==> config.mk <==
export PLATFORM = sky130hd
export DESIGN_NAME = e203_ifu_litebpu_sync
export DESIGN_NICKNAME = d
export VERILOG_FILES = /design/src/rtl/e203_ifu_litebpu_sync.sv
export SDC_FILE = /design/constraint.sdc
export NUM_CORES = 1
export LEC_CHECK = 0
export ABC_CLOCK_PERIOD_IN_PS = 3800
export CAP_MARGIN = 20
export CORE_AREA = 2 2 84 86
export CTS_CLUSTER_SIZE = 40
export DETAILED_ROUTE_END_ITERATION = 8
export DIE_AREA = 0 0 86 88
export GPL_ROUTABILITY_DRIVEN = 1
export PLACE_DENSITY = 0.69
export SLEW_MARGIN = 10
export SYNTH_ARGS = -nofsm -noshare
export SYNTH_HDL_FRONTEND = slang
export SYNTH_SLANG_ARGS = --single-unit
==> constraint.sdc <==
create_clock -name clk -period 3.8 [get_ports clk]
set_clock_uncertainty 0.1 [all_clocks]
set_input_delay 0.57 -clock clk [delete_from_list [all_inputs] [get_ports clk]]
set_output_delay 0.57 -clock clk [all_outputs]
set_load 0.05 [all_outputs]
==> src/rtl/e203_ifu_litebpu_sync.sv <==
// Static branch predictor for the IFU: taken flag, next-PC adder operands,
// and RF read-port-1 arbitration for JALR through a general register.
module e203_ifu_litebpu_sync #(
  parameter int PC_SIZE = 32,
  parameter int XLEN    = 32
) (
  input  logic               clk,
  input  logic               rst,
  input  logic               flush,
  input  logic               dec_i_valid,
  input  logic [PC_SIZE-1:0] pc,
  input  logic               dec_jal,
  input  logic               dec_jalr,
  input  logic               dec_bxx,
  input  logic [31:0]        dec_bjp_imm,
  input  logic [4:0]         dec_jalr_rs1idx,
  input  logic               oitf_empty,
  input  logic               ir_valid,
  input  logic               ir_rd_wen,
  input  logic [4:0]         ir_rdidx,
  input  logic               ir_rs1en,
  input  logic [XLEN-1:0]    rf2bpu_x1,
  input  logic [XLEN-1:0]    rf2bpu_rs1,
  output logic               bpu2rf_rs1_ena,
  output logic               bpu_wait,
  output logic               prdt_taken,
  output logic [PC_SIZE-1:0] prdt_pc_add_op1,
  output logic [PC_SIZE-1:0] prdt_pc_add_op2
);

  typedef enum logic {
    IDLE,
    RDRF
  } state_e;

  state_e state_q, state_d;

  logic jalr_v;
  logic idx_x0;
  logic idx_x1;
  logic x1_dep;
  logic xn_dep;

  always_comb begin
    jalr_v = dec_i_valid & dec_jalr;
    idx_x0 = (dec_jalr_rs1idx == 5'd0);
    idx_x1 = (dec_jalr_rs1idx == 5'd1);
    x1_dep = ~oitf_empty
           | (ir_valid & ir_rd_wen & (ir_rdidx == 5'd1));
    xn_dep = ~oitf_empty | ir_valid;
  end

  always_comb begin
    prdt_taken = dec_i_valid
               & (dec_jal | dec_jalr | (dec_bxx & dec_bjp_imm[31]));
    prdt_pc_add_op2 = PC_SIZE'(dec_bjp_imm);
    prdt_pc_add_op1 = pc;
    if (dec_jalr) begin
      unique case (1'b1)
        idx_x0:  prdt_pc_add_op1 = '0;
        idx_x1:  prdt_pc_add_op1 = PC_SIZE'(rf2bpu_x1);
        default: prdt_pc_add_op1 = PC_SIZE'(rf2bpu_rs1);
      endcase
    end
  end

  // A read in flight (RDRF) always returns to IDLE; only IDLE can claim the port.
  always_comb begin
    state_d        = state_q;
    bpu_wait       = 1'b0;
    bpu2rf_rs1_ena = 1'b0;
    unique case (state_q)
      IDLE: begin
        if (jalr_v & idx_x1) begin
          bpu_wait = x1_dep;
        end else if (jalr_v & ~idx_x0) begin
          bpu_wait       = 1'b1;
          bpu2rf_rs1_ena = ~xn_dep & ~ir_rs1en & ~flush & ~rst;
          if (bpu2rf_rs1_ena) begin
            state_d = RDRF;
          end
        end
      end
      RDRF: begin
        state_d = IDLE;
      end
      default: begin
        state_d = IDLE;
      end
    endcase
    if (flush) begin
      state_d = IDLE;
    end
  end

  always_ff @(posedge clk) begin
    if (rst) begin
      state_q <= IDLE;
    end else begin
      state_q <= state_d;
    end
  end

endmodule

==> flow_summary.rst <==
.. list-table::
   :header-rows: 1

   * - Metric
     - Value
   * - Depth of the most critical reg-to-reg path
     - 2
   * - Final GP Congestion
     - 0.746
   * - Number of cells upsized or downsized after cts
     - 0
   * - Wire length of the first global-routing pass
     - 7.40 mm
   * - Crit path time final
     - 3.06 ns
   * - Post-placement cell area
     - 2620 um^2
   * - Startpoint types
     - input pin
   * - Antenna-violating nets left
     - 0
   * - Relative max-transition margin
     - 0.602
   * - Wire per inst
     - between 10 and 15 um
   * - CTS clock-pin slew for the worst setup and hold paths
     - 0 ns
   * - Maximum ir drop on the vdd rail
     - 0.0000610 V
   * - Top-level I/O count
     - 216
   * - Worst Hold Launch
     - state_q$_SDFF_PP0_
   * - Share of final-layout standard cells stronger than drive strength 1
     - 0.140
   * - Vias in the first global route
     - between 1.5k and 2k
   * - Cts-stage hold buffer count
     - 0
   * - Critical path endpoint category
     - output port
   * - Least-Margin Pin Slew
     - 0.598 ns
   * - Total standard cell area after synthesis
     - around 1100 um^2
   * - Setup repair after global routing missed its margin
     - no
   * - Register with the most flip-flops
     - state_q
   * - Antenna cells
     - 0
   * - Detailed Place HPWL
     - 4.06 mm
   * - Number of filler instances in the final layout
     - 716
   * - Die width
     - 86 um
   * - Warnings, synthesis
     - 0
   * - Crit path arrival time
     - 2.39 ns
   * - Number of standard cells in the layout, taps in and fillers out
     - 379
   * - Sequential element share of the synthesized area
     - 0.0185
   * - Type of the tightest min-delay check
     - reg -> reg
   * - Antenna violations before repair
     - 0
   * - Slew Viols, Final
     - 0
   * - Share of the synthesized area in the top cell type
     - 0.221
   * - Height of the die
     - 88 um
   * - Total negative slack
     - 0 ns
   * - Number of port buffers
     - roughly 150
   * - End of the worst register-to-register path
     - state_q$_SDFF_PP0_
   * - Critical path required time
     - ~3.1 ns
   * - FMAX
     - 327 MHz
   * - Count of endpoints failing setup in the final report
     - 0
   * - Top area cells in the synthesized netlist
     - sky130_fd_sc_hd__buf_4, sky130_fd_sc_hd__a31oi_1, sky130_fd_sc_hd__nand3_1, sky130_fd_sc_hd__nand2_1, sky130_fd_sc_hd__nor2_1
   * - Mean post-synth cell area
     - 5.65 um^2
   * - Standard cell core area
     - 6640 um^2
   * - Vias per cell
     - 4.63
   * - First-pass detailed-route iteration total
     - 4
   * - Number of instances in the placed design
     - 379
   * - Routed via count
     - 1755
   * - Hold path depth
     - 2
   * - Fin nets
     - 450
   * - End point of the worst hold path
     - state_q$_SDFF_PP0_
   * - R2R setup slack
     - around 2.9 ns
   * - Total nets after synthesis
     - 341
   * - Post-route worst hold slack
     - 0.465 ns
   * - Critical setup path kind
     - in -> out
   * - Fin util
     - 0.394
   * - Global Route Usage Sum
     - 0.119
   * - Largest net degree at the start of global routing
     - 66
   * - Number of register bits inferred by synthesis
     - 1
   * - GR Overflow Total
     - 0
   * - Setup fix buffers added after clock tree synthesis
     - 0
   * - Biggest registers after layout
     - state_q x1
   * - Gate Count Post-Synth
     - between 150 and 200
   * - Initial Utilization
     - 0.163
   * - Power density cells
     - 162 nW/um^2
   * - Crit path max fanout
     - 35
   * - Unique masters post-synth
     - 19
   * - Max reg flops
     - 1
   * - Post-route cell area
     - around 2600 um^2
   * - Max-cap check violation count
     - 0
   * - Clock Latency Late Sink
     - 0 ns
   * - Total die area
     - 7570 um^2
   * - Dominant cell type by area after synthesis
     - sky130_fd_sc_hd__buf_4
   * - Final routed wirelength across all metal layers
     - 5.03 mm
   * - P&R area growth vs syn
     - 141%
   * - Number of DRC violations after detailed routing
     - 0
   * - Number of placement rows
     - 30
   * - Final cycle utilization of the critical path
     - 0.806
   * - Result of the run
     - finished clean
   * - FF-to-FF Start
     - state_q$_SDFF_PP0_
   * - Total count of hold-check failures in the final report
     - 0
   * - Leakage Power
     - 0.00103 uW
   * - Detailed Route Iter0 Violations
     - 16
## cell usage after synthesis
| library cell | n |
|---|---|
| sky130_fd_sc_hd__nor4_4 | 1 |
| sky130_fd_sc_hd__buf_6 | 6 |
| sky130_fd_sc_hd__nand3_1 | 32 |
| sky130_fd_sc_hd__or4b_1 | 1 |
| sky130_fd_sc_hd__or4b_2 | 1 |
| sky130_fd_sc_hd__dfxtp_1 | 1 |
| sky130_fd_sc_hd__a31oi_1 | 32 |
| sky130_fd_sc_hd__buf_2 | 1 |
| sky130_fd_sc_hd__nor4_1 | 2 |
| sky130_fd_sc_hd__nand2_1 | 33 |
| sky130_fd_sc_hd__nand3b_1 | 1 |
| sky130_fd_sc_hd__nor2_1 | 33 |
| sky130_fd_sc_hd__nor3_2 | 1 |
| sky130_fd_sc_hd__nor2b_1 | 1 |
| sky130_fd_sc_hd__or4_1 | 1 |
| sky130_fd_sc_hd__o311a_1 | 1 |
| sky130_fd_sc_hd__buf_4 | 32 |
| sky130_fd_sc_hd__clkbuf_1 | 11 |
| sky130_fd_sc_hd__a211oi_1 | 1 |
## power by group
part           internal, uW  leakage, uW  switching (uW)
clock                     0            0               0
sequential             10.8   0.00000806          0.0118
combinational           218      0.00103             194
## critical path: stages
cell and delay [ns]:
sky130_fd_sc_hd__clkdlybuf4s50_1 0.46, sky130_fd_sc_hd__nor4_4 0.30, sky130_fd_sc_hd__buf_4 0.39, sky130_fd_sc_hd__nand3_1 0.12, sky130_fd_sc_hd__a31oi_1 0.35, sky130_fd_sc_hd__buf_12 0.19
## per-stage QoR
stage	worst slack (ns)	total power [uW]
3_3_place_gp	0.756	423
3_5_place_dp	0.701	425
2_1_floorplan	0.360	269
5_1_grt	0.601	443
6_report	0.739	422
4_1_cts	0.694	426
## layer usage
| metal | vias up | global-route usage | wire length (um) |
|---|---|---|---|
| met5 | - | 0 | 0 |
| met1 | 769 | 0.123 | 1840 |
| met4 | 0 | 0.0245 | 114 |
| met3 | 18 | 0.0264 | 553 |
| met2 | 112 | 0.242 | 2520 |
| li1 | 856 | - | - |
## kinds of logic after synthesis
logic type | share of synthesized area
flops | 0.0185
buf+inv | 0.326
simple gates | 0.454
compound gates | 0.201
## area by class of cell
class / count / area (um^2) / area share
flip-flops and latches: 1 / 20.0 / 0.00766
well taps: 80 / 100 / 0.0383
multi-input cells: 141 / 711 / 0.272
repair buffers: 157 / 1780 / 0.682
## worst max-delay path by stage
stage                          endpoint  depth (start not counted)                from
CTS                 prdt_pc_add_op1[15]                          6  dec_jalr_rs1idx[1]
global route        prdt_pc_add_op1[15]                          6  dec_jalr_rs1idx[1]
detailed placement  prdt_pc_add_op1[15]                          6  dec_jalr_rs1idx[1]
global placement    prdt_pc_add_op1[15]                          6  dec_jalr_rs1idx[1]
floorplan                bpu2rf_rs1_ena                          2                 rst
finish              prdt_pc_add_op1[15]                          6  dec_jalr_rs1idx[1]
## cell usage in the layout (no fill, tap or decap), drive strengths merged
cell,instances
a211oi,1
a31oi,32
buf,39
clkdlybuf4s50,118
dfxtp,1
nand2,33
nand3,32
nand3b,1
nor2,33
nor2b,1
nor3,1
nor4,3
o311a,1
or4,1
or4b,2
No activity file was read; power rests on OpenSTA's default activity.
